**config.mk**
```make
export PLATFORM = sky130hd
export DESIGN_NAME = cpuc_regfile_rd
export DESIGN_NICKNAME = d
export VERILOG_FILES = /design/src/rtl/cpuc_package.sv /design/src/rtl/cpuc_rsp_fifo.sv /design/src/rtl/cpuc_regfile_rd.sv
export SDC_FILE = /design/constraint.sdc
export NUM_CORES = 1
export LEC_CHECK = 0
export CORE_MARGIN = 2
export CORE_UTILIZATION = 39
export CTS_CLUSTER_SIZE = 14
export DETAILED_ROUTE_END_ITERATION = 6
export PLACE_DENSITY = 0.68
export SYNTH_ARGS = -nofsm -noshare
export SYNTH_HDL_FRONTEND = slang
export SYNTH_SLANG_ARGS = --single-unit
```
**constraint.sdc**
```tcl
create_clock -name clk -period 11.6 [get_ports clk]
set_input_delay 2.32 -clock clk [delete_from_list [all_inputs] [get_ports clk]]
set_output_delay 2.32 -clock clk [all_outputs]
set_load 0.005 [all_outputs]
```
**src/rtl/cpuc_package.sv**
```systemverilog
`default_nettype none
// +----------------------------------------------------------------------+
// | cpuc_package                                                         |
// | Shared widths and response-queue state type for the register file.   |
// | Rev 1.0                                                              |
// +----------------------------------------------------------------------+
package cpuc_package;

   localparam int DATA_WIDTH     = 32;
   localparam int NUM_REGS       = 8;
   localparam int REG_ADDR_WIDTH = $clog2(NUM_REGS);

   typedef enum logic [1:0] {
      EMPTY = 2'd0,
      ONE   = 2'd1,
      TWO   = 2'd2
   } t_rsp_state;

endpackage
`default_nettype wire

```
**src/rtl/cpuc_rsp_fifo.sv**
```systemverilog
`default_nettype none
// +----------------------------------------------------------------------+
// | cpuc_rsp_fifo                                                        |
// | Two-entry valid/ready response queue, FIFO order.                    |
// | Rev 1.0                                                              |
// +----------------------------------------------------------------------+
module cpuc_rsp_fifo
   import cpuc_package::*;
#(
   parameter int WIDTH = DATA_WIDTH
) (
   input  logic             clk,
   input  logic             rst,
   input  logic             push_valid,
   output logic             push_ready,
   input  logic [WIDTH-1:0] push_data,
   output logic             pop_valid,
   input  logic             pop_ready,
   output logic [WIDTH-1:0] pop_data
);

   t_rsp_state       state_q, state_d;
   logic [WIDTH-1:0] head_q, head_d;
   logic [WIDTH-1:0] tail_q, tail_d;
   logic             w_push;
   logic             w_pop;

   assign pop_valid  = (state_q != EMPTY);
   assign pop_data   = head_q;
   // A full queue still accepts when its head leaves on the same edge.
   assign push_ready = ~rst & ((state_q != TWO) | (pop_valid & pop_ready));
   assign w_push     = push_valid & push_ready;
   assign w_pop      = pop_valid & pop_ready;

   always_ff @(posedge clk or posedge rst) begin
      if (rst) begin
         state_q <= EMPTY;
         head_q  <= '0;
         tail_q  <= '0;
      end else begin
         state_q <= state_d;
         head_q  <= head_d;
         tail_q  <= tail_d;
      end
   end

   always_comb begin
      state_d = state_q;
      head_d  = head_q;
      tail_d  = tail_q;
      case (state_q)
         EMPTY: begin
            if (w_push) begin
               state_d = ONE;
               head_d  = push_data;
            end
         end
         ONE: begin
            if (w_push && w_pop) begin
               head_d = push_data;
            end else if (w_push) begin
               state_d = TWO;
               tail_d  = push_data;
            end else if (w_pop) begin
               state_d = EMPTY;
            end
         end
         TWO: begin
            if (w_pop) begin
               head_d = tail_q;
               if (w_push) tail_d  = push_data;
               else        state_d = ONE;
            end
         end
         default: state_d = EMPTY;
      endcase
   end

endmodule
`default_nettype wire

```
**src/rtl/cpuc_regfile_rd.sv**
```systemverilog
`default_nettype none
// +----------------------------------------------------------------------+
// | cpuc_regfile_rd                                                      |
// | Register file with write-first captured reads through a 2-deep queue.|
// | Rev 1.0                                                              |
// +----------------------------------------------------------------------+
module cpuc_regfile_rd #(
   parameter  int NUM_REGS       = cpuc_package::NUM_REGS,
   parameter  int DATA_WIDTH     = cpuc_package::DATA_WIDTH,
   localparam int REG_ADDR_WIDTH = (NUM_REGS > 1) ? $clog2(NUM_REGS) : 1
) (
   input  logic                      clk,
   input  logic                      rst,
   input  logic                      wr_en,
   input  logic [REG_ADDR_WIDTH-1:0] wr_addr,
   input  logic [DATA_WIDTH-1:0]     wr_data,
   input  logic                      rd_req_valid,
   output logic                      rd_req_ready,
   input  logic [REG_ADDR_WIDTH-1:0] rd_req_addr,
   output logic                      rd_rsp_valid,
   input  logic                      rd_rsp_ready,
   output logic [DATA_WIDTH-1:0]     rd_rsp_data
);

   logic [DATA_WIDTH-1:0] regs_q [NUM_REGS];
   logic [DATA_WIDTH-1:0] w_rd_val;

   // Entry 0 is a hardwired zero; indices outside the file never match.
   assign regs_q[0] = '0;

   generate
      for (genvar gi = 1; gi < NUM_REGS; gi++) begin : g_regs
         always_ff @(posedge clk or posedge rst) begin
            if (rst) begin
               regs_q[gi] <= '0;
            end else if (wr_en && (wr_addr == REG_ADDR_WIDTH'(gi))) begin
               regs_q[gi] <= wr_data;
            end
         end
      end
   endgenerate

   always_comb begin
      w_rd_val = '0;
      for (int i = 1; i < NUM_REGS; i++) begin
         if (rd_req_addr == REG_ADDR_WIDTH'(i)) begin
            w_rd_val = (wr_en && (wr_addr == rd_req_addr)) ? wr_data : regs_q[i];
         end
      end
   end

   cpuc_rsp_fifo #(
      .WIDTH (DATA_WIDTH)
   ) u_rsp_fifo (
      .clk        (clk),
      .rst        (rst),
      .push_valid (rd_req_valid),
      .push_ready (rd_req_ready),
      .push_data  (w_rd_val),
      .pop_valid  (rd_rsp_valid),
      .pop_ready  (rd_rsp_ready),
      .pop_data   (rd_rsp_data)
   );

endmodule
`default_nettype wire

```
==> flow_metrics.tcl, run 1 <==
set metrics [dict create \
    status "finished clean" \
    crit_path_end_kind "output port" \
    gr-max-usage-layer "met2" \
    slew_violations 0 \
    layout.cells.non_filler 1761 \
    clkPwrFrac 0.333 \
    grt.total_usage 0.182 \
    crit_chain "clkdlybuf4s50_1 -> nor2_1 -> nor2_1 -> clkdlybuf4s50_1" \
    grt_util_met3 0.0353 \
    synth_cell_types 48 \
    cts_setup_buffers 0 \
    fin_skew_ns 0.0112 \
    hpwl_um 21000 \
    dr.pass1.iters 5 \
    cap_viol_max_count 0 \
    finalWirelength_um 34500 \
    hold_viol 0 \
    power_frac_seq 0.465 \
    critPathLaunchType "input pin" \
    synthXorXnorAreaFrac 0.00187 \
    p_sw_uw 817 \
    synth_edf_count 0 \
    post_drt_wl_per_cell_um 19.6 \
    place_inst 1704 \
    clock-sinks 290 \
    synth_compound_area_frac 0.125 \
    power_leakage_nw 6.89 \
    cpPeakStageDelay_ns 0.63 \
    powerDensity_nw_per_um2 187 \
    ir_worst_vdd_mv 0.117 \
    synthCells 1264 \
    drcViolationCount 0 \
    final_common_cell "dfrtp_1" \
    place_congestion 0.775 \
    ys_warn_count 0 \
    clockBufferDepth 3 \
    final_layout_size_suffix_gt1_frac 0.236 \
    cts_tree "done" \
    grtUsageMet1 0.256 \
    ctsHoldBuffers 0 \
    setup_viol_count_final 0 \
    final_cell_mix "dfrtp_1 (290), mux2_2 (219), nand2_1 (145)" \
    synth_fa_ha_area_frac 0 \
    grt_use_met2 0.293 \
    coreArea_um2 35600 \
    worst_slew_pin_slew_ns 1.28 \
    async_reset_ff_frac 1.00 \
    ctsRootBufferMaster "clkbuf_16" \
    slew_headroom 0.143 \
    period_needed_ns 5.94 \
    final_nets 1318 \
    cp.required_ns 9.28 \
    synth_top_family_by_area "multiplexers" \
    ys.flop_type "dfrtp_1" \
    finalCritPeriodShare 0.512 \
    hp-class "reg2reg" \
    syn-num-nets 1307 \
    p_sw_frac 0.272 \
    synth.avg_cell_area_um2 11.1 \
    row_count 69 \
    num_vias 9975 \
    comb_power_share 0.202 \
    io_buffers 76 \
    grt_pass1_wl_um 56100 \
    antenna_left 0 \
    yosysSeqAreaShare 0.516 \
    grt.overflow.total 0 \
    cts_repair_resize_count 0 \
    setup_tns_ns 0 \
    muxShareOfSynthArea 0.225 \
    drtIter0Drc 620 \
    antenna_found_initial 3 \
    clk_pin_slew_ns 0.06 \
    ios 77 \
    crit_buf_inv 2 \
    worst-path-max-fanout 8 \
    start_util 0.395 \
    synth-simple-area-share 0.0895 \
    grt_max_degree 139 \
    dieArea_um2 37600 \
    fp.dieH_um 194 \
    netlist_area_um2 14100 \
    h-tree-depth 1 \
    cpMaxStageDelayCell "clkdlybuf4s50_1" \
    yosys.area.top_type "dfrtp_1" \
    area_growth_pct 14.3 \
    ys_ff_latch 290 \
    grt_pass1_vias 10000 \
    fmax_mhz 168 \
    synthTopCellsByArea "dfrtp_1 (52%), mux2_2 (18%), mux2i_1 (4.5%), nand2_1 (3.9%), a21oi_1 (3.5%)" \
    cts_buffers 30 \
    rrSetupSlack_ns 9.05 \
    worstSetupPathType "in2out" \
    synth_top_area_share 0.516 \
    cp.arrival_ns 3.62 \
    p_int_mw 2.19 \
    crit_family "buffers and inverters" \
    routed_via_density 5.66 \
    clock_latency_ns 0.55 \
    dieWidth_um 194 \
    rsz0062_at_grt "no" \
]
-- cells by family after synthesis --
logic type      Yosys count
mux                     288
buf+inv                 120
flops                   290
simple gates            281
xor+xnor                  3
compound gates          282
-- sequential cells by signal (all words and copies together), names as in the netlist --
name	cells
regs_q	224
u_rsp_fifo.pop_data	32
u_rsp_fifo.tail_q	32
u_rsp_fifo.state_q	2
-- synth_stat cells (20+ instances only) --
library cell	number
a31oi_1	26
o31ai_1	20
nand3_1	37
dfrtp_1	290
clkbuf_1	62
nand2_1	145
nor2_1	45
a21oi_1	99
o21ai_0	42
buf_2	32
mux2_2	219
mux2i_1	63
-- stage by stage --
| stage | cell area [um^2] | util | power (mW) | setup slack [ns] | hold WS (ns) |
|---|---|---|---|---|---|
| floorplan | 14100 | - | 1.80 | 0.853 | 0.440 |
| global placement | 15000 | 0.422 | 1.99 | 5.66 | 0.451 |
| global route | 16100 | 0.452 | 3.17 | 5.61 | 0.492 |
| detailed placement | 15000 | 0.422 | 2.03 | 5.67 | 0.458 |
| finish | 16100 | 0.452 | 3.01 | 5.66 | 0.467 |
| CTS | 16100 | 0.452 | 3.03 | 5.67 | 0.472 |
-- final cells by class --
cell class / count / area (um^2)
Antenna cell: 1 / 2.50
Clock buffer: 42 / 887
Clock inverter: 14 / 156
Fill cell: 3252 / 19500
Inverter: 2 / 15.0
Multi-Input combinational cell: 854 / 6260
Sequential cell: 290 / 7260
Tap cell: 461 / 577
Timing Repair Buffer: 97 / 908
-- power by group through the flow --
stage | registers [mW] | clock network, mW | logic, mW
after global routing | 1.43 | 1.06 | 0.676
after CTS | 1.40 | 1.02 | 0.612
after floorplan | 1.39 | 0 | 0.413
final | 1.40 | 1.00 | 0.607
after global placement | 1.40 | 0 | 0.591
after detailed placement | 1.42 | 0 | 0.610
-- worst register-to-register path: stages (launching register included) --
cell	delay (ns)
dfrtp_1	0.45
or3b_1	0.41
a21oi_1	0.21
a21o_1	0.12
buf_4	0.34
nand2_1	0.53
o31ai_1	0.40
-- routing by layer --
layer / wire length (um) / vias to the layer above
li1: - / 4592
met1: 15900 / 5045
met2: 15700 / 287
met3: 2220 / 47
met4: 595 / 4
met5: 27 / -
-- final timing paths --
| path | to | from | depth (start not counted) |
|---|---|---|---|
| worst max register to register | u_rsp_fifo.pop_data[27] | u_rsp_fifo.state_q[1] | 6 |
| min in group asynchronous | u_rsp_fifo.pop_data[17] | rst | 2 |
| worst min register to register | u_rsp_fifo.tail_q[5] | u_rsp_fifo.tail_q[5] | 2 |
| worst max-delay path | rd_req_ready | rd_rsp_ready | 4 |
| worst min-delay path | u_rsp_fifo.tail_q[5] | u_rsp_fifo.tail_q[5] | 2 |
| max in group asynchronous | regs_q[89] | rst | 3 |
Note: power is estimated with default switching activity, not from simulation.
==> inputs of run 2 (changes only) <==
==> constraint.sdc (replaced) <==
create_clock -name clk -period 5.6 [get_ports clk]
set_input_delay 1.12 -clock clk [delete_from_list [all_inputs] [get_ports clk]]
set_output_delay 1.12 -clock clk [all_outputs]
set_load 0.005 [all_outputs]
==> flow_metrics.tcl, run 2 (same netlist as run 1, synthesis figures left out) <==
set metrics [dict create \
    cp.arrival_ns 4.10 \
    io_buffers 76 \
    setup_viol_count_final 0 \
    dr.pass1.iters 7 \
    largest_register_ffs 224 \
    post_drt_wl_per_cell_um 20.1 \
    fp.dieH_um 194 \
    hold_viol 0 \
    setup_tns_ns 0 \
    hpwl_um 21600 \
    place_congestion 0.789 \
    grt_pass1_vias 10000 \
    slew_violations 0 \
    r2r_start "u_rsp_fifo.state_q[1]" \
    cts_tree "done" \
    cp.required_ns 6.08 \
    clock-sinks 290 \
    rsz0062_at_grt "no" \
    finalCritPeriodShare 0.645 \
    grt.overflow.total 0 \
    r2r_end "u_rsp_fifo.pop_data[8]" \
    antenna_left 0 \
    largest-register "regs_q" \
    final_common_cell "dfrtp_1" \
    num_vias 10000 \
    grt_max_degree 152 \
    period_needed_ns 3.61 \
    start_util 0.395 \
    fin_skew_ns 0.0265 \
    final_nets 1323 \
    multi_input_area_um2 6260 \
    cap_viol_max_count 0 \
    fmax_mhz 277 \
    crit_path_end_kind "flop" \
    cp-startpoint "wr_addr[0]" \
    dieArea_um2 37600 \
    slew_headroom 0.340 \
    grt.total_usage 0.187 \
    clk_pin_slew_ns 0.06 \
    cp-endpoint "u_rsp_fifo.pop_data[23]" \
    power_leakage_nw 6.91 \
    dp_worst_setup_slack_ns 1.47 \
    antenna_found_initial 3 \
    fin_ws_ns 1.99 \
    h-tree-depth 1 \
    grt_pass1_wl_um 57000 \
    routed_via_density 5.67 \
    final_cell_mix "dfrtp_1 (290), mux2_2 (219), nand2_1 (145)" \
    ctsHoldBuffers 0 \
    regArea_um2 7260 \
    final_layout_size_suffix_gt1_frac 0.237 \
    worst-path-max-fanout 42 \
    coreArea_um2 35600 \
    fin_util 0.452 \
    status "finished clean" \
    hold_ws_ns 0.468 \
    rrSetupSlack_ns 3.33 \
    finalWirelength_um 35500 \
    powerDensity_nw_per_um2 385 \
    cts_repair_resize_count 0 \
    worstSetupPathType "in2reg" \
    dieWidth_um 194 \
    drcViolationCount 0 \
    fillerInstances 3276 \
    row_count 69 \
    clock_latency_ns 0.56 \
    cts_buffers 29 \
    worstRegToRegCells 5 \
    ir_worst_vdd_mv 0.221 \
    worst_slew_pin_slew_ns 0.991 \
    ctsRootBufferMaster "clkbuf_16" \
    ios 77 \
    critPathLaunchType "input pin" \
    drtIter0Drc 771 \
    hp-class "reg2reg" \
    area_growth_pct 14.4 \
    cts_setup_buffers 0 \
    clockBufferDepth 3 \
]
-- run 2: changes by cell type in the layout (fill, tap and decap cells not counted), sizes merged --
cell | previous run | this run
buf | 23 | 29
clkbuf | 42 | 47
clkinv | 7 | 3
clkinvlp | 3 | 1
bufinv | 3 | 2
inv | 3 | 2
-- run 2: per-layer routing --
layer,track usage,wire (um),vias to the layer above
met5,0,27,-
met1,0.271,16700,5078
met3,0.0285,2120,38
met4,0.0404,463,4
li1,-,-,4607
met2,0.296,16200,274
-- run 2: layout make-up --
| type | instances | area share |
|---|---|---|
| inverter | 2 | 0.000700 |
| antenna | 1 | 0.000156 |
| sequential | 290 | 0.451 |
| tap | 461 | 0.0359 |
| multi-input combinational | 854 | 0.389 |
| clock inverter | 6 | 0.00521 |
| timing repair buffer | 103 | 0.0601 |
| clock buffer | 47 | 0.0574 |
-- run 2: worst min-delay path by stage --
stage,slack (ns),cells past startpoint,start,endpoint
after floorplan,0.44,2,u_rsp_fifo.tail_q[13],u_rsp_fifo.tail_q[13]
after global placement,0.45,2,u_rsp_fifo.tail_q[5],u_rsp_fifo.tail_q[5]
after detailed placement,0.46,2,u_rsp_fifo.tail_q[5],u_rsp_fifo.tail_q[5]
after CTS,0.47,2,u_rsp_fifo.tail_q[5],u_rsp_fifo.tail_q[5]
after global routing,0.50,1,regs_q[201],regs_q[201]
final,0.47,2,u_rsp_fifo.tail_q[5],u_rsp_fifo.tail_q[5]
-- run 2: report_power, final --
part / leakage, nW / total (mW) / internal [mW] / switching (mW)
combinational: 2.88 / 1.27 / 0.675 / 0.599
sequential: 3.52 / 2.90 / 2.63 / 0.274
clock: 0.501 / 2.02 / 1.21 / 0.811
-- run 2: through the flow --
| step | std cells | power [mW] | area (um^2) |
|---|---|---|---|
| final | 1764 | 6.20 | 16100 |
| after global placement | 1710 | 4.15 | 15100 |
| after floorplan | 1264 | 3.73 | 14100 |
| after detailed placement | 1710 | 4.22 | 15100 |
| after global routing | 1763 | 6.52 | 16100 |
| after CTS | 1763 | 6.23 | 16100 |
-- run 2: worst max-delay path, stage by stage --
cell and delay, ns:
clkdlybuf4s50_1 0.60, xnor2_1 0.38, and4_2 0.92, buf_4 0.38
a21oi_1 0.10, o221ai_1 0.27, nand3_1 0.13, a21oi_1 0.16
